==> src/rtl/alu_pkg.sv <==
// Shared types for the execute-stage ALU with iterative multiply/divide.
package alu_pkg;

  localparam int ALU_OP_W = 4;

  typedef enum logic [ALU_OP_W-1:0] {
    OP_ADD   = 4'd0,
    OP_SUB   = 4'd1,
    OP_AND   = 4'd2,
    OP_OR    = 4'd3,
    OP_XOR   = 4'd4,
    OP_SLT   = 4'd5,
    OP_SLL   = 4'd6,
    OP_SRL   = 4'd7,
    OP_SRA   = 4'd8,
    OP_SLTU  = 4'd9,
    OP_PASSB = 4'd10,
    OP_MUL   = 4'd11,
    OP_MULHU = 4'd12,
    OP_DIVU  = 4'd13,
    OP_REMU  = 4'd14,
    OP_RSVD  = 4'd15
  } alu_op_t;

  typedef enum logic [1:0] {
    IDLE = 2'd0,
    RUN  = 2'd1,
    DONE = 2'd2
  } alu_state_t;

  function automatic logic is_muldiv(alu_op_t op);
    return (op == OP_MUL) || (op == OP_MULHU) || (op == OP_DIVU) || (op == OP_REMU);
  endfunction

endpackage

==> src/rtl/muldiv_iter.sv <==
// Bit-serial unsigned multiply (shift-add) and restoring divide sharing one
// 2W accumulator: {hi, lo} = {product hi, product lo} or {remainder, quotient}.
module muldiv_iter #(
  parameter int W = 32
) (
  input  logic         clk,
  input  logic         rst,
  input  logic         flush_i,
  input  logic         start_i,
  input  logic         is_div_i,
  input  logic         hi_sel_i,
  input  logic [W-1:0] a_i,
  input  logic [W-1:0] b_i,
  output logic         done_o,
  output logic [W-1:0] result_o
);

  localparam int CW = $clog2(W);

  logic [2*W-1:0] acc_q, acc_d, mul_nxt, div_nxt;
  logic [W-1:0]   b_q;
  logic [CW-1:0]  cnt_q;
  logic           active_q, is_div_q, hi_sel_q;
  logic [W:0]     sum, sh, diff;

  always_comb begin
    sum     = {1'b0, acc_q[2*W-1:W]} + (acc_q[0] ? {1'b0, b_q} : '0);
    mul_nxt = {sum, acc_q[W-1:1]};
    // Partial remainder shifted left with the next dividend bit from lo.
    sh      = {acc_q[2*W-1:W], acc_q[W-1]};
    diff    = sh - {1'b0, b_q};
    if (sh >= {1'b0, b_q}) div_nxt = {diff[W-1:0], acc_q[W-2:0], 1'b1};
    else                   div_nxt = {sh[W-1:0],   acc_q[W-2:0], 1'b0};
    acc_d   = is_div_q ? div_nxt : mul_nxt;
  end

  // Result is taken from the final step's next value so it lands with done.
  assign result_o = hi_sel_q ? acc_d[2*W-1:W] : acc_d[W-1:0];
  assign done_o   = active_q && (cnt_q == '0);

  always_ff @(posedge clk or posedge rst) begin
    if (rst) begin
      acc_q    <= '0;
      b_q      <= '0;
      cnt_q    <= '0;
      active_q <= 1'b0;
      is_div_q <= 1'b0;
      hi_sel_q <= 1'b0;
    end else if (flush_i) begin
      cnt_q    <= '0;
      active_q <= 1'b0;
    end else if (start_i) begin
      acc_q    <= {{W{1'b0}}, a_i};
      b_q      <= b_i;
      cnt_q    <= CW'(W-1);
      active_q <= 1'b1;
      is_div_q <= is_div_i;
      hi_sel_q <= hi_sel_i;
    end else if (active_q) begin
      acc_q <= acc_d;
      cnt_q <= cnt_q - 1'b1;
      if (cnt_q == '0) active_q <= 1'b0;
    end
  end

endmodule

==> src/rtl/exec_alu_md.sv <==
// Execute-stage ALU: single-cycle integer ops plus iterative MUL/MULHU/DIVU/REMU
// behind a valid/ready handshake; busy_o stalls the front of the pipe.
module exec_alu_md
  import alu_pkg::*;
#(
  parameter int DATA_WIDTH = 32,
  parameter int SHAMT_W    = $clog2(DATA_WIDTH)
) (
  input  logic                  clk,
  input  logic                  rst,
  input  logic                  flush_i,
  input  logic                  in_valid_i,
  output logic                  in_ready_o,
  input  logic [ALU_OP_W-1:0]   op_i,
  input  logic [DATA_WIDTH-1:0] src_a_i,
  input  logic [DATA_WIDTH-1:0] src_b_i,
  output logic [DATA_WIDTH-1:0] result_o,
  output logic                  out_valid_o,
  output logic                  eq_o,
  output logic                  busy_o
);

  alu_state_t            state_q, state_d;
  alu_op_t               op;
  logic [DATA_WIDTH-1:0] result_q, alu_res, md_res;
  logic [SHAMT_W-1:0]    shamt;
  logic                  eq_q, accept, div_zero, md_start, md_done;

  assign op       = alu_op_t'(op_i);
  assign shamt    = src_b_i[SHAMT_W-1:0];
  assign accept   = in_valid_i && in_ready_o && !flush_i;
  assign div_zero = ((op == OP_DIVU) || (op == OP_REMU)) && (src_b_i == '0);
  assign md_start = accept && is_muldiv(op) && !div_zero;

  // Divide-by-zero results are produced here so they take the 1-cycle path.
  always_comb begin
    alu_res = src_b_i;
    case (op)
      OP_ADD:  alu_res = src_a_i + src_b_i;
      OP_SUB:  alu_res = src_a_i - src_b_i;
      OP_AND:  alu_res = src_a_i & src_b_i;
      OP_OR:   alu_res = src_a_i | src_b_i;
      OP_XOR:  alu_res = src_a_i ^ src_b_i;
      OP_SLT:  alu_res = {{(DATA_WIDTH-1){1'b0}}, $signed(src_a_i) < $signed(src_b_i)};
      OP_SLL:  alu_res = src_a_i << shamt;
      OP_SRL:  alu_res = src_a_i >> shamt;
      OP_SRA:  alu_res = $signed(src_a_i) >>> shamt;
      OP_SLTU: alu_res = {{(DATA_WIDTH-1){1'b0}}, src_a_i < src_b_i};
      OP_DIVU: alu_res = '1;
      OP_REMU: alu_res = src_a_i;
      default: alu_res = src_b_i;
    endcase
  end

  muldiv_iter #(.W(DATA_WIDTH)) u_md (
    .clk      (clk),
    .rst      (rst),
    .flush_i  (flush_i),
    .start_i  (md_start),
    .is_div_i ((op == OP_DIVU) || (op == OP_REMU)),
    .hi_sel_i ((op == OP_MULHU) || (op == OP_REMU)),
    .a_i      (src_a_i),
    .b_i      (src_b_i),
    .done_o   (md_done),
    .result_o (md_res)
  );

  always_ff @(posedge clk or posedge rst) begin
    if (rst) state_q <= IDLE;
    else     state_q <= state_d;
  end

  always_comb begin
    state_d = state_q;
    if (flush_i) state_d = IDLE;
    else begin
      case (state_q)
        RUN:     state_d = md_done ? DONE : RUN;
        default: state_d = accept ? (md_start ? RUN : DONE) : IDLE;
      endcase
    end
  end

  always_comb begin
    in_ready_o  = (state_q != RUN);
    busy_o      = (state_q == RUN);
    out_valid_o = (state_q == DONE);
  end

  always_ff @(posedge clk or posedge rst) begin
    if (rst) begin
      result_q <= '0;
      eq_q     <= 1'b0;
    end else begin
      if (accept) eq_q <= (src_a_i == src_b_i);
      if (accept && !md_start)                         result_q <= alu_res;
      else if (!flush_i && state_q == RUN && md_done)  result_q <= md_res;
    end
  end

  assign result_o = result_q;
  assign eq_o     = eq_q;

endmodule
==> config.mk <==
export PLATFORM = sky130hd
export DESIGN_NAME = exec_alu_md
export DESIGN_NICKNAME = d
export VERILOG_FILES = /design/src/rtl/alu_pkg.sv /design/src/rtl/muldiv_iter.sv /design/src/rtl/exec_alu_md.sv
export SDC_FILE = /design/constraint.sdc
export NUM_CORES = 1
export LEC_CHECK = 0
export CORE_ASPECT_RATIO = 0.75
export CORE_MARGIN = 3
export CORE_UTILIZATION = 25
export CTS_BUF_LIST = sky130_fd_sc_hd__clkbuf_2
export DETAILED_ROUTE_END_ITERATION = 8
export GPL_TIMING_DRIVEN = 0
export PLACE_DENSITY_LB_ADDON = 0.3
export SLEW_MARGIN = 20
export SYNTH_ARGS = -nofsm -noshare
export SYNTH_HDL_FRONTEND = slang
export SYNTH_SLANG_ARGS = --single-unit
==> constraint.sdc <==
create_clock -name clk -period 4.7 [get_ports clk]
set_input_delay 0.705 -clock clk [delete_from_list [all_inputs] [get_ports clk]]
set_output_delay 0.705 -clock clk [all_outputs]
set_load 0.005 [all_outputs]
=== Word level (Yosys, flattened, before mapping) ===
Cells that the tools add are included.

* Flip-flop bits (word level): 139
* Logic and storage cells: 87
* Input bits: 72
* Output and inout bits: 36

* Bitwise operators: 4
* Reductions and logical operators: 25
* $lt $le $gt $ge: 3
* Add/subtract/negate cells: 5
* Multiplexer cells: 21
* Equal/unequal tests: 17
* Shift-type cells: 3

{| class="wikitable"
|+ Operator list
! operator !! number
|-
| one-hot mux 32 bit (12 select lines) || 1
|-
| 2-to-1 mux 64 bit || 4
|-
| 2-to-1 mux 32 bit || 4
|-
| < comparator 32 bit || 2
|-
| subtractor 32 bit || 2
|-
| adder 32 x 32 -> 33 bit || 1
|-
| greater-or-equal comparator 33 x 32 -> 1 bit || 1
|-
| adder 32 bit || 1
|-
| AND 32 bit || 1
|-
| equality test 32 bit || 1
|-
| logical NOT 32 bit || 1
|-
| bitwise OR 32 bit || 1
|-
| << shifter 32 x 5 -> 32 bit || 1
|-
| >> shifter 32 x 5 -> 32 bit || 1
|-
| >>> shifter 32 x 5 -> 32 bit || 1
|-
| XOR 32 bit || 1
|-
| equality test 4 bit (second input constant) || 6
|-
| equality test 4 x 3 -> 1 bit (second input constant) || 4
|-
| 2-to-1 mux 5 bit || 3
|-
| 2-to-1 mux 2 bit || 5
|-
| logical AND 1 bit || 9
|-
| equality test 4 x 2 -> 1 bit (second input constant) || 2
|-
| logical NOT 5 bit || 1
|-
| logical OR 1 bit || 5
|-
| 12 further kinds || 19
|}

=== Longest topological paths before layout ===
Gate-level depths: netlist of run 1.

* Depth after elaboration: 10
* Gate-level depth with buffers: 17
* Depth with buffers taken out: 14

=== Modules after synthesis ===
Synthesis of run 1 repeated with hierarchy kept, for this count alone.

* Cell total of the unflattened synthesis: 2782
* Area, all modules: 20672.3 um2

{| class="wikitable"
|+ Modules (own cells, without submodules)
! module !! area an instance (um2) !! instances !! sequential area each (um2) !! cells an instance
|-
| exec_alu_md || 11397.2 || 1 || 875.8 || 1625
|-
| muldiv_iter || 9275.1 || 1 || 2602.5 || 1157
|}

=== Worst setup path before layout of run 1 ===
No wires, ideal clock.

* Kind: in2reg
* Start point: input src_b_i[2]
* End point: register result_q[26] (netlist: result_o[26])
* Stages on the path: 17
* Data required time: 4.569 ns
* Arrival: 4.527 ns
* Path buffers: 5
* Library setup time: 0.131 ns
* Slack: 0.042 ns
* Cells stage by stage: buf_2 -> clkinv_1 -> buf_2 -> buf_1 -> clkbuf_1 -> ha_1 -> buf_2 -> nor3b_1 -> o311ai_1 -> a21oi_1 -> o21ai_1 -> a2111oi_0 -> nor3_1 -> a221o_1 -> nor4b_1 -> nor3_1 -> or3_1

* Longest elaborated chain between the ends: 7
* Elaborated cells between the ends (all ways): 14
* Those cells by class: 2 x add/sub; 3 x shift; 2 x mux; 7 x reduce/logical

{| class="wikitable"
|+ RTL lines
! what !! line !! source
|-
| start, declared || exec_alu_md.sv:16 || <nowiki>input logic [DATA_WIDTH-1:0] src_b_i,</nowiki>
|-
| parallel branches: the longest is 7 deep, another holds subtractor 32 bit || - ||
|-
| end signal, assigned || exec_alu_md.sv:96 || <nowiki>if (accept && !md_start) result_q <= alu_res;</nowiki>
|-
| end signal, assigned || exec_alu_md.sv:97 || <nowiki>else if (!flush_i && state_q == RUN && md_done) result_q <= md_res;</nowiki>
|-
| end, declared || exec_alu_md.sv:25 || <nowiki>logic [DATA_WIDTH-1:0] result_q, alu_res, md_res;</nowiki>
|}

Several ways; the timed one is not identified.
A chain may end at the register's enable or synchronous reset.

=== Final worst setup path of run 1 ===
* Start point: input src_a_i[13]
* End point: register result_q[29] (netlist: result_o[29])

* Longest elaborated chain between the ends: 3
* Elaborated cells between the ends (all ways): 7
* Those cells by class: 2 x add/sub; 3 x shift; 2 x mux

{| class="wikitable"
|+ RTL lines
! what !! line !! source
|-
| start, declared || exec_alu_md.sv:15 || <nowiki>input logic [DATA_WIDTH-1:0] src_a_i,</nowiki>
|-
| subtractor 32 bit (tied with other cells) || exec_alu_md.sv:40 || <nowiki>OP_SUB: alu_res = src_a_i - src_b_i;</nowiki>
|-
| one-hot mux 32 bit (12 select lines) * || exec_alu_md.sv:38 || <nowiki>case (op)</nowiki>
|-
| 2-to-1 mux 32 bit * || exec_alu_md.sv:96 ||
|}

Every way passes the cells marked *; elsewhere a longest branch is shown, timed or not.

==> results of run 1 <==
==> power by group <==
part / internal, mW / leakage [nW] / switching [mW]
registers: 1.43 / 1.80 / 0.335
logic: 1.64 / 7.51 / 2.85
clock network: 0.308 / 0.154 / 0.548
total: 3.38 / 9.47 / 3.73
==> metal layers <==
metal / up-vias / routed length [µm] / track usage
li1: 10200 / - / -
met1: 11800 / 55000 / 0.422
met2: 1728 / 41000 / 0.326
met3: 117 / 16900 / 0.0862
met4: 2 / 1990 / 0.0455
met5: - / 13 / 0
==> stage by stage <==
stage | util | instances | cell area (µm²) | worst slack (ps)
3_5_place_dp | 0.285 | 3835 | 22600 | -2780
5_1_grt | 0.292 | 3864 | 23100 | 6.34
3_3_place_gp | 0.284 | 3830 | 22500 | -2970
2_1_floorplan | - | 2679 | 20100 | 41.7
4_1_cts | 0.291 | 3866 | 23000 | -92.2
6_report | 0.292 | 3865 | 23100 | -62.8
==> cells in the mapped netlist (52+ instances only) <==
master | instances | share of area
nand3_1 | 53 | 0.013
clkbuf_1 | 163 | 0.030
dfrtp_1 | 139 | 0.17
nand2_1 | 304 | 0.057
mux4_2 | 52 | 0.058
mux2i_1 | 96 | 0.048
inv_1 | 146 | 0.027
ha_1 | 170 | 0.11
nor2_1 | 201 | 0.037
a21oi_1 | 232 | 0.058
o21ai_0 | 257 | 0.064
nor3_1 | 54 | 0.013
==> final cells by class <==
class | count | area (µm²)
sequential | 139 | 3480
inverter | 153 | 588
antenna | 1 | 2.50
clock buffer | 17 | 85.1
clock inverter | 15 | 188
tap | 1046 | 1310
multi-input combinational | 2169 | 15400
fill | 8659 | 56000
timing repair buffer | 113 | 1150
buffer | 212 | 922
==> flip-flops by register name, summed over array words and instances, names as in the netlist <==
| name | cells |
|---|---|
| u_md.hi_sel_q | 1 |
| eq_o | 1 |
| u_md.is_div_q | 1 |
| u_md.active_q | 1 |
| state_q | 2 |
| u_md.acc_q | 64 |
| u_md.b_q | 32 |
| result_o | 32 |
| u_md.cnt_q | 5 |
==> cell families after synthesis <==
family / after synthesis
AOI/OAI and AO/OA: 948
and+or+nand+nor: 794
buffers and inverters: 371
muxes: 187
adders and majority gates: 174
DFF: 139
xor gates and xnor gates: 66
==> how the worst max path moves through the flow <==
| stage | start | to | slack, ps |
|---|---|---|---|
| 2_1_floorplan | src_b_i[2] | result_o[26] | 40 |
| 3_3_place_gp | src_b_i[2] | result_o[26] | -2970 |
| 3_5_place_dp | src_b_i[2] | result_o[26] | -2780 |
| 4_1_cts | src_b_i[2] | result_o[26] | -90 |
| 5_1_grt | src_b_i[1] | result_o[31] | 6 |
| 6_report | src_a_i[13] | result_o[29] | -60 |
==> timing repair <==
item                                    CTS  global route
endpoints found under the setup margin   49            59
resized for setup                        47            37
setup buffers                             2             1
pin swaps                                 2             1
==> flow_summary_export.csv, run 1 <==
group,metric,value,unit
status,status,"complete, but fails checks",
status,violations,"negative setup slack",
sta,whs,285,ps
die,ios,108,
die,die-area,84000,µm²
routing,route.detailed.drc,0,
sta,maxSlewViolCount,0,
power_and_ir_drop,vdd_drop_max,0.184,mV
routing,vias,23700,
worst_setup_path,path_max_fanout,10,
power_and_ir_drop,p_total,7.11,mW
layout,layout_common_cells,"nand2_1 (304), o21ai_0 (252), a21oi_1 (229)",
synth,synthesis.nets,2925,
grt,track_usage,0.262,
synth,synth_seq_cells,139,
die,start_util,0.254,
sta,fmax,210,MHz
place,hpwl,94600,µm
grt,grt_max_degree,77,
sta,tns,-88.7,ps
synth,netlist_area,20100,µm²
cts,clkTransAtPathRegs,300,ps
place,io_buffer_count,105,
die,rows,89,
cts,clock_sinks,139,
worst_setup_path,cp_num_buf_inv,4,
worst_setup_path,r2r_end,"result_o[28]",
cts,clk_latency,780,ps
sta,max-slew-margin-rel,0.222,
cts,tritoncts,"yes",
synth,ys.flop_type,"dfrtp_1",
grt,antenna_found_initial,2,
synth,syn_area_per_cell,7.51,µm²
worst_setup_path,cpMostUsedCell,"clkbuf_2",
worst_setup_path,required,5410,ps
synth,synthMuxAreaShare,0.128,
layout,final_net_count,3051,
synth,synthCells,2679,
sta,finalClockSkew,69.8,ps
routing,wl_per_cell,29.7,µm
cts,root_buffer,"clkbuf_2",
synth,synth_warnings,0,
worst_setup_path,critical_path_depth,13,
sta,worstMarginPinSlew,1160,ps
synth,seq_area_frac_synth,0.173,
cts,cts_inserted_buffers,17,
synth,netlist-cell-type-count,93,
synth,synth_top_family_by_area,"compound AO/OA/AOI/OAI gates",
synth,async_flop_share,1.00,
routing,firstDrtPassIters,6,
worst_setup_path,path_cells,"clkdlybuf4s50_1, clkbuf_2, inv_1, ha_1, clkbuf_2, o41ai_1, o311ai_4, o211a_1, o41ai_2, nor2b_1, nor4_1, a222oi_1, nand3b_1",
grt,gr-total-overflow,0,
sta,rsz0062_at_grt,"no",
sta,setup_viol,4,
worst_setup_path,critPathTopFamily,"compound AO/OA/AOI/OAI gates",
die,core,79200,µm²
grt,grt_pass1_wl,161000,µm
cts,hold_buffers,0,
routing,viasPerCell,6.14,
worst_setup_path,worst-r2r-cell-count,15,
sta,fin_ws,-62.8,ps
worst_setup_path,max_stage_delay,840,ps
sta,hold_viol_final,0,
worst_hold_path,hp-class,"in2async",
grt,grt_pass1_vias,21600,
synth,synth_xor_area_frac,0.0287,
cts,h-tree-depth,4,
worst_setup_path,startpoint_type,"primary input",
worst_setup_path,arrival,5470,ps
worst_setup_path,endpoint_kind,"flip-flop",
synth,yosys.area_share.adder,0.110,
synth,yosys.area_share.simple,0.180,
layout,drive_above_1_share,0.0884,
layout,final_common_cell,"nand2_1",
routing,drt_iter0_drc,3870,
place,gpl.final_weighted_congestion,1.03,
routing,detail-route-antenna-nets,0,
die,fp.dieW,334,µm
worst_setup_path,critical-path-slowest-cell,"o41ai_1",
routing,wl,115000,µm
worst_setup_path,criticalPathCategory,"in2reg",
worst_setup_path,r2r_start,"u_md.acc_q[51]",
worst_setup_path,r2r_slack,110,ps
sta,fin_crit,4760,ps
cts,cts_buffer_depth,2,
job,maxCapViolations,0,
synth,synth_compound_area_frac,0.307,
layout,syn_to_final_growth,15.0,%
power_and_ir_drop,pwr_density_cell,307,nW/µm²
synth,synth-edff-count,0,
power_and_ir_drop,p_leak,9.47,nW
die,die_h,252,µm
sta,fin_crit_sh,1.01,
No activity file was read; power rests on OpenSTA's default activity.
==> run 2: changes to the inputs <==
- CELL_PAD_IN_SITES_DETAIL_PLACEMENT: unset -> 0
- CELL_PAD_IN_SITES_GLOBAL_PLACEMENT: unset -> 1
- SLEW_MARGIN: 20 -> unset
- TNS_END_PERCENT: unset -> 50
==> run 2 against run 1 <==
  * The flow finishes with violations (design-rule violations, negative setup slack)
  * Global-route usage rose by 0.36 points
  * Utilization barely moved
  * Critical path type unchanged
  * Count of clock-buffer cells in the layout did not move
  * Largest power group unchanged
  * Maximum frequency fell by 2.5%
  * Cell area rose by 0.13%
==> flow_summary_export.csv, run 2 (synthesis results as in run 1) <==
group,metric,value,unit
sta,rsz0062_at_grt,"yes",
die,die_h,252,µm
status,status,"complete, but fails checks",
sta,maxSlewViolCount,0,
worst_setup_path,path_max_fanout,10,
layout,fillers,8733,
worst_setup_path,cp_num_buf_inv,4,
power_and_ir_drop,internal_power,3.57,mW
cts,h-tree-depth,4,
routing,wl_per_cell,30.1,µm
power_and_ir_drop,clockPowerShare,0.140,
routing,viasPerCell,6.08,
sta,whs,306,ps
status,violations,"design-rule violations, negative setup slack",
cts,cts_buffer_depth,2,
grt,gr-total-overflow,0,
die,die-area,84000,µm²
layout,finalNonFillerCells,3867,
worst_setup_path,criticalPathCategory,"in2reg",
worst_setup_path,required,5360,ps
cts,clkTransAtPathRegs,240,ps
power_and_ir_drop,vdd_drop_max,0.167,mV
worst_hold_path,hp-class,"in2async",
routing,route.detailed.drc,2,
routing,wl,116000,µm
power_and_ir_drop,combinationalPowerShare,0.617,
cts,root_buffer,"clkbuf_2",
place,gpl.final_weighted_congestion,1.01,
sta,tns,-615,ps
sta,max-slew-margin-rel,0.124,
cts,clock_sinks,139,
place,io_buffer_count,105,
layout,num_antenna_cells,0,
power_and_ir_drop,sw_frac_of_total,0.508,
layout,final_common_cell,"nand2_1",
job,maxCapViolations,0,
layout,drive_above_1_share,0.0872,
worst_setup_path,max_stage_delay,650,ps
die,ios,108,
cts,cts_inserted_buffers,17,
cts,clk_latency,790,ps
sta,fin_crit_sh,1.04,
worst_setup_path,path_cells,"clkdlybuf4s50_1, buf_2, inv_1, ha_1, buf_2, nor3_2, nand2_1, a21oi_2, o21ai_1, a2111oi_2, nor3_1, a221o_1, nor4b_1, nor3_1, or3_1",
die,rows,89,
layout,syn_to_final_growth,15.2,%
sta,setup_viol,15,
worst_setup_path,endpoint_kind,"flip-flop",
cts,tritoncts,"yes",
worst_setup_path,critical-path-slowest-cell,"clkdlybuf4s50_1",
layout,final_net_count,3054,
grt,antenna_found_initial,4,
power_and_ir_drop,pwr_density_cell,313,nW/µm²
grt,grt_pass1_vias,21600,
routing,drt_iter0_drc,3362,
die,core,79200,µm²
sta,worstMarginPinSlew,1310,ps
power_and_ir_drop,p_total,7.25,mW
routing,vias,23500,
worst_setup_path,startpoint_type,"primary input",
die,start_util,0.254,
routing,detail-route-antenna-nets,0,
sta,fin_ws,-186,ps
grt,track_usage,0.266,
sta,fin_crit,4890,ps
place,placed_cell_area,22600,µm²
power_and_ir_drop,pwr-share-seq,0.243,
worst_setup_path,arrival,5550,ps
grt,grt_max_degree,91,
sta,hold_viol_final,0,
place,hpwl,96100,µm
place,dp_cells,3835,
power_and_ir_drop,power_switching,3.68,mW
power_and_ir_drop,p_leak,9.49,nW
layout,final_area,23200,µm²
routing,firstDrtPassIters,8,
layout,largest_reg_flops,64,
grt,grt_pass1_wl,163000,µm
sta,finalClockSkew,41.1,ps
layout,top_register,"u_md.acc_q",
die,fp.dieW,334,µm
layout,layout_common_cells,"nand2_1 (304), o21ai_0 (255), a21oi_1 (228)",
worst_setup_path,critPathTopFamily,"simple AND/OR/NAND/NOR gates",
sta,fmax,205,MHz
-- run 2: cell count changes in the layout (fill, tap and decap cells not counted), moves of 3 or more --
cell / change
clkbuf_1: +3
clkinv_2: +3
clkinv_4: -4
clkbuf_2: -3
o21ai_0: +3
inv_6: -3
bufinv_16: +4
-- run 2: what timing repair did --
| action | 4_1_cts | 5_1_grt |
|---|---|---|
| hold buffers | 0 | 0 |
| gates resized for setup | 41 | 37 |
| pin swaps | 2 | 3 |
| setup endpoints to repair | 53 | 51 |
| setup buffers | 3 | 2 |
-- run 2: metal layers --
metal,global-route usage,wire length [µm],up-vias
met2,0.335,42000,1508
met5,0,13,-
li1,-,-,10200
met4,0.0371,1560,2
met3,0.0890,15300,101
met1,0.427,57300,11700
-- run 2: per-stage QoR --
stage / util / setup WS [ps]
2_1_floorplan: - / 41.7
3_3_place_gp: 0.284 / -2820
3_5_place_dp: 0.285 / -2780
4_1_cts: 0.291 / 19.2
5_1_grt: 0.293 / -96.0
6_report: 0.293 / -186
-- run 2: worst paths after layout --
path | slack (ps) | from | endpoint | cells past startpoint
min reg2reg | 530 | eq_o | eq_o | 2
min in group clk | 530 | eq_o | eq_o | 2
min | 310 | rst | u_md.b_q[4] | 2
max reg2reg | 90 | u_md.b_q[15] | result_o[28] | 16
max in group asynchronous | 3470 | rst | u_md.cnt_q[0] | 3
max | -190 | src_a_i[8] | result_o[26] | 15
-- run 2: layout make-up --
type	instances	area, µm²	area share
multi-input cells	2169	15400	0.664
flip-flops and latches	139	3480	0.150
well taps	1046	1310	0.0565
repair buffers	115	1150	0.0498
plain buffers	213	923	0.0398
inverters	153	593	0.0256
clock inverters	15	251	0.0109
clock buffers	17	85.1	0.00367
-- run 2: worst register-to-register path: cells and delay by family, from the launching register on --
| family | cells | cell delay [ps] |
|---|---|---|
| buffers and inverters | 5 | 790 |
| AND/OR/NAND/NOR | 6 | 2210 |
| flip-flops | 1 | 450 |
| AO/OA/AOI/OAI | 4 | 790 |
| adder cells (fa/ha/maj) | 1 | 260 |
-- run 2: power groups by stage --
stage          clock network, mW  logic [mW]  registers (mW)
2_1_floorplan                  0        2.78            1.61
3_3_place_gp                   0        4.32            1.78
3_5_place_dp                   0        4.29            1.77
4_1_cts                     1.02        4.34            1.75
5_1_grt                     1.07        4.79            1.78
6_report                    1.02        4.48            1.76
==> patch 1, RTL diff (settings of run 1) <==
`DATA_WIDTH`: 32 -> 16.
--- a/src/rtl/exec_alu_md.sv
+++ b/src/rtl/exec_alu_md.sv
@@ -3,7 +3,7 @@
 module exec_alu_md
   import alu_pkg::*;
 #(
-  parameter int DATA_WIDTH = 32,
+  parameter int DATA_WIDTH = 16,
   parameter int SHAMT_W    = $clog2(DATA_WIDTH)
 ) (
   input  logic                  clk,
Interface: changed (resized result_o, src_a_i and src_b_i); port bits go from 108 to 60. No check against the original RTL was run, so the function may have changed too.
==> patch 1 against run 1 <==
  * Core utilization increased by 0.16 points
  * Cell area is 52% lower
  * Sequential cell count shrank 65
  * Synthesized area fell by 52%
  * First-iteration DRC count fell by 58%
  * Total power down 40%
  * Sequential power decreased by 39%
  * Setup slack better by 0.15 ns
  * Routed wire length fell by 61%
==> patch 1: results (changes against run 1) <==
Run status -> finished clean (was finished, violations left)
Top area cells in the synthesized netlist -> dfrtp_1, ha_1, o21ai_0, nand2_1, a21oi_1 (was dfrtp_1, ha_1, o21ai_0, mux4_2, a21oi_1)
Number of instances resized during post-cts repair -> 2 (was 47)
Internal reg-to-reg setup slack -> 0.46 ns (was 0.11 ns)
Worst Path Arrival -> 5.05 ns (was 5.47 ns)
Final routed wire length divided by cell count -> 24.3 µm (was 29.7 µm)
Number of antenna violations at the first check in global routing -> 0 (was 2)
Detailed-route via count -> 10900 (was 23700)
Number of detailed-route iterations in the first pass -> 5 (was 6)
Post-detailed-placement half-perimeter wirelength -> 35900 µm (was 94600 µm)
Num CTS Buffers -> 9 (was 17)
Nets -> 1479 (was 3051)
Syn Nets -> 1410 (was 2925)
H-tree levels -> 3 (was 4)
Wire length of the first global-routing pass -> 66900 µm (was 161000 µm)
Number of input and output port buffers inserted -> 57 (was 105)
Reg-to-Reg End -> u_md.acc_q[29] (was result_o[28])
Static leakage -> 4.58 nW (was 9.47 nW)
Violation count after the first detailed-route iteration -> 1616 (was 3870)
Total Routing Usage GR -> 21.5% (was 26.2%)
Clock transition at the registers of the reported paths -> 0.26 ns (was 0.30 ns)
Synth top cells by count -> nand2_1, o21ai_0, nor2_1, a21oi_1, ha_1 (was nand2_1, o21ai_0, a21oi_1, nor2_1, ha_1)
Last weighted congestion value of the routability-driven placer -> 1.00 (was 1.03)
Largest fanout on the critical path -> 11 (was 10)
Via count of the first global-routing pass -> 10000 (was 21600)
Startpoint of the most critical register-to-register path -> u_md.acc_q[0] (was u_md.acc_q[51])
Ratio of cells with drive above 1 in the final layout -> 6.29% (was 8.84%)
Maximum number of pins on one net before global-route repair -> 53 (was 77)
Clock latency reported for the late side of the worst-skew pair -> 0.58 ns (was 0.78 ns)
Critical path startpoint -> src_b_i[3] (was src_a_i[13])
Sequential cell area fraction in the yosys report -> 19.2% (was 17.3%)
Worst Reg2Reg Path Length in Cells -> 13 (was 15)
Antenna diode count -> 0 (was 1)
Library cells used by synthesis -> 86 (was 93)
Cell area after placement -> 10900 µm² (was 22600 µm²)
Normalized max-slew margin -> 37.1% (was 22.2%)
## patch 1: power breakdown
group          internal, mW  total, mW  switching (mW)
clock                 0.174      0.422           0.248
sequential            0.832       1.07           0.242
combinational          1.12       2.79            1.67
total                  2.12       4.28            2.16
## patch 1: layer usage
layer | global-route usage, % | vias to the layer above | share of wire [%]
li1 | - | 4834 | -
met3 | 4.35 | 37 | 11
met5 | 0 | - | 0
met2 | 29.5 | 626 | 39
met4 | 3.03 | 0 | 1.2
met1 | 34.6 | 5368 | 49
## patch 1: critical path: stages
cell,delay [ns]
clkdlybuf4s50_1,0.62
clkbuf_1,0.46
clkinv_1,0.57
ha_1,0.60
o21ai_0,0.17
o21ai_0,0.49
a31o_2,0.30
a31oi_1,0.11
xnor2_1,0.32
nor2_1,0.08
o31ai_1,0.46
o211ai_1,0.16
## patch 1: worst min path at each step
stage / startpoint / end / slack [ns]
after floorplan: u_md.b_q[10] / u_md.b_q[10] / 0.46
after global placement: u_md.acc_q[9] / u_md.acc_q[9] / 0.49
after detailed placement: u_md.acc_q[9] / u_md.acc_q[9] / 0.50
after CTS: rst / u_md.acc_q[20] / 0.39
after global routing: rst / u_md.acc_q[20] / 0.43
final: rst / u_md.acc_q[20] / 0.41
## patch 1: cells by family after synthesis
group,count (synthesis),share of synthesized area (%)
AO/OA/AOI/OAI,436,29.5
XOR/XNOR,30,2.72
adder cells (fa/ha/maj),93,12.4
buffers and inverters,166,6.83
flip-flops,74,19.2
multiplexers,65,9.18
AND/OR/NAND/NOR,413,20.2
## patch 1: stage by stage
stage | hold WS (ns) | setup slack (ns) | util (%) | instances
after floorplan | 0.463 | 1.05 | - | 1277
after global placement | 0.495 | -1.02 | 28.9 | 1838
after detailed placement | 0.500 | -1.00 | 29.0 | 1839
after CTS | 0.391 | 0.0733 | 29.4 | 1855
after global routing | 0.426 | 0.0405 | 29.4 | 1855
final | 0.406 | 0.0848 | 29.4 | 1855
## patch 1: final cells by class
type                            instances  area, µm²
Tap cell                              504        631
Buffer                                 83        350
Fill cell                            4123      26500
Inverter                               83        318
Sequential cell                        74       1850
Clock buffer                           10       50.0
Clock inverter                          6       81.3
Timing Repair Buffer                   58        598
Multi-Input combinational cell       1037       7160
==> patch 2, RTL diff (flow settings as in run 1) <==
Made on the original files. Reset style: synchronous (`rst`), changed in 3 clocked blocks.
--- a/src/rtl/muldiv_iter.sv
+++ b/src/rtl/muldiv_iter.sv
@@ -38,7 +38,7 @@
   assign result_o = hi_sel_q ? acc_d[2*W-1:W] : acc_d[W-1:0];
   assign done_o   = active_q && (cnt_q == '0);
 
-  always_ff @(posedge clk or posedge rst) begin
+  always_ff @(posedge clk) begin
     if (rst) begin
       acc_q    <= '0;
       b_q      <= '0;
--- a/src/rtl/exec_alu_md.sv
+++ b/src/rtl/exec_alu_md.sv
@@ -65,7 +65,7 @@
     .result_o (md_res)
   );
 
-  always_ff @(posedge clk or posedge rst) begin
+  always_ff @(posedge clk) begin
     if (rst) state_q <= IDLE;
     else     state_q <= state_d;
   end
@@ -87,7 +87,7 @@
     out_valid_o = (state_q == DONE);
   end
 
-  always_ff @(posedge clk or posedge rst) begin
+  always_ff @(posedge clk) begin
     if (rst) begin
       result_q <= '0;
       eq_q     <= 1'b0;
Formal check against the unedited RTL: differs if rst is asserted again (counterexample within 4 cycles, from zero or initial values and one cycle with rst high); with rst held inactive, the same outputs for 10 cycles.
==> patch 2 against run 1 <==
  * The flow still finishes with violations (setup timing)
  * Setup slack worse by 0.15 ns
  * Register-to-register slack better by 0.09 ns
  * Critical path depth down 1
  * Routed wire length up 7.8%
  * Clock skew down 0.020 ns
  * Synthesized area down 2.6%
  * Cell area down 3.3%
  * Sequential cell count unchanged
  * Die area down 2.5%
  * Critical endpoint is now result_o[26]
Power is not compared: it rests on default switching activity, and its combinational part moved more than twofold at a synthesized area within 25%.
==> patch 2: results (changes against run 1) <==
Number of antenna violations at the first check in global routing -> 5 (was 2)
Flip-flop count of the largest register, all copies and words added -> 64 (unchanged)
Adder and majority cell fraction of the synthesized area -> 11.3% (was 11.0%)
Buffer cell driving the clock tree root -> clkbuf_2 (unchanged)
Worst Path Arrival -> 5.57 ns (was 5.47 ns)
Total Routing Usage GR -> 28.9% (was 26.2%)
Run status -> finished, violations left (unchanged)
Post-detailed-placement half-perimeter wirelength -> 101000 µm (was 94600 µm)
Sum Neg Setup Slack -> -0.276 ns (was -0.0887 ns)
Largest stage delay on the critical path -> 0.93 ns (was 0.84 ns)
FILL cells -> 8658 (was 8659)
Number of input and output port buffers inserted -> 106 (was 105)
Last weighted congestion value of the routability-driven placer -> 1.05 (was 1.03)
Nets -> 3214 (was 3051)
Worst setup skew after layout -> 0.0497 ns (was 0.0698 ns)
Post-route setup slack -> -0.216 ns (was -0.0628 ns)
Type of the worst min-delay path -> flop to flop (was input pin to async pin)
Ratio of cells with drive above 1 in the final layout -> 6.68% (was 8.84%)
Fraction of registers with async set or reset after synthesis -> 0% (was 100%)
Xor-xnor portion of the synthesized cell area -> 2.86% (was 2.87%)
Violated checks -> setup timing (unchanged)
Multiplexer fraction of the synthesized cell area -> 8.14% (was 12.8%)
Internal reg-to-reg setup slack -> 0.20 ns (was 0.11 ns)
Top area cells in the synthesized netlist -> dfxtp_1, ha_1, a21oi_1, nand2_1, nor2_1 (was dfrtp_1, ha_1, o21ai_0, mux4_2, a21oi_1)
Number of instances resized during post-cts repair -> 18 (was 47)
Syn Nets -> 3088 (was 2925)
Predominant post-synthesis flop cell -> dfxtp_1 (was dfrtp_1)
Final routed wire length divided by cell count -> 30.8 µm (was 29.7 µm)
Normalized max-slew margin -> 13.5% (was 22.2%)
Wire length of the first global-routing pass -> 172000 µm (was 161000 µm)
Sequential cell area fraction in the yosys report -> 14.2% (was 17.3%)
Via count of the first global-routing pass -> 22000 (was 21600)
Area fraction in compound gates after synthesis -> 34.2% (was 30.7%)
Finish-stage setup viols -> 2 (was 4)
Portion of synthesized cell area occupied by the leading cell type -> 14.2% (was 17.3%)
Library cells used by synthesis -> 99 (was 93)
Hold WS -> 0.492 ns (was 0.285 ns)
Clock transition at the registers of the reported paths -> 0.23 ns (was 0.30 ns)
Maximum number of pins on one net before global-route repair -> 21 (was 77)
Number of detailed-route iterations in the first pass -> 7 (was 6)
Synth top cells by count -> nand2_1, a21oi_1, nor2_1, o21ai_0, ha_1 (was nand2_1, o21ai_0, a21oi_1, nor2_1, ha_1)
Number of buffers inserted by post-CTS setup repair -> 1 (was 2)
Critical-path cell with the highest stage delay -> a221oi_1 (was o41ai_1)
[patch 2: layout make-up]
| class | instances | area [µm²] | area share [%] |
|---|---|---|---|
| Multi-Input combinational cell | 2343 | 15500 | 69.2 |
| Sequential cell | 139 | 2780 | 12.4 |
| Tap cell | 1035 | 1290 | 5.79 |
| Timing Repair Buffer | 109 | 1090 | 4.85 |
| Buffer | 203 | 892 | 3.99 |
| Inverter | 155 | 586 | 2.62 |
| Clock inverter | 14 | 155 | 0.694 |
| Clock buffer | 17 | 85.1 | 0.380 |
| Antenna cell | 1 | 2.50 | 0.0112 |
[patch 2: worst paths after layout]
| path | cells past startpoint | end | from |
|---|---|---|---|
| max | 12 | result_o[26] | src_b_i[0] |
| min | 2 | u_md.acc_q[17] | u_md.acc_q[17] |
| max reg2reg | 15 | result_o[30] | u_md.acc_q[31] |
| min reg2reg | 2 | u_md.acc_q[17] | u_md.acc_q[17] |
[patch 2: per-layer routing]
metal / wire, µm / global-route usage (%)
met4: 3660 / 7.19
met2: 45700 / 37.2
met3: 17100 / 8.29
met1: 57300 / 45.2
met5: 27 / 0
[patch 2: where the power goes]
| part | internal [mW] | switching [mW] | leakage [nW] |
|---|---|---|---|
| sequential | 1.21 | 0.0445 | 1.13 |
| clock | 0.286 | 0.505 | 0.143 |
| combinational | 0.661 | 1.49 | 7.49 |
[patch 2: per-stage QoR]
stage / cells / area [µm²] / total power [mW]
CTS: 4014 / 22300 / 4.07
global placement: 3983 / 22000 / 3.31
floorplan: 2842 / 19600 / 2.39
detailed placement: 3984 / 22000 / 3.29
global route: 4016 / 22400 / 4.32
finish: 4016 / 22400 / 4.19
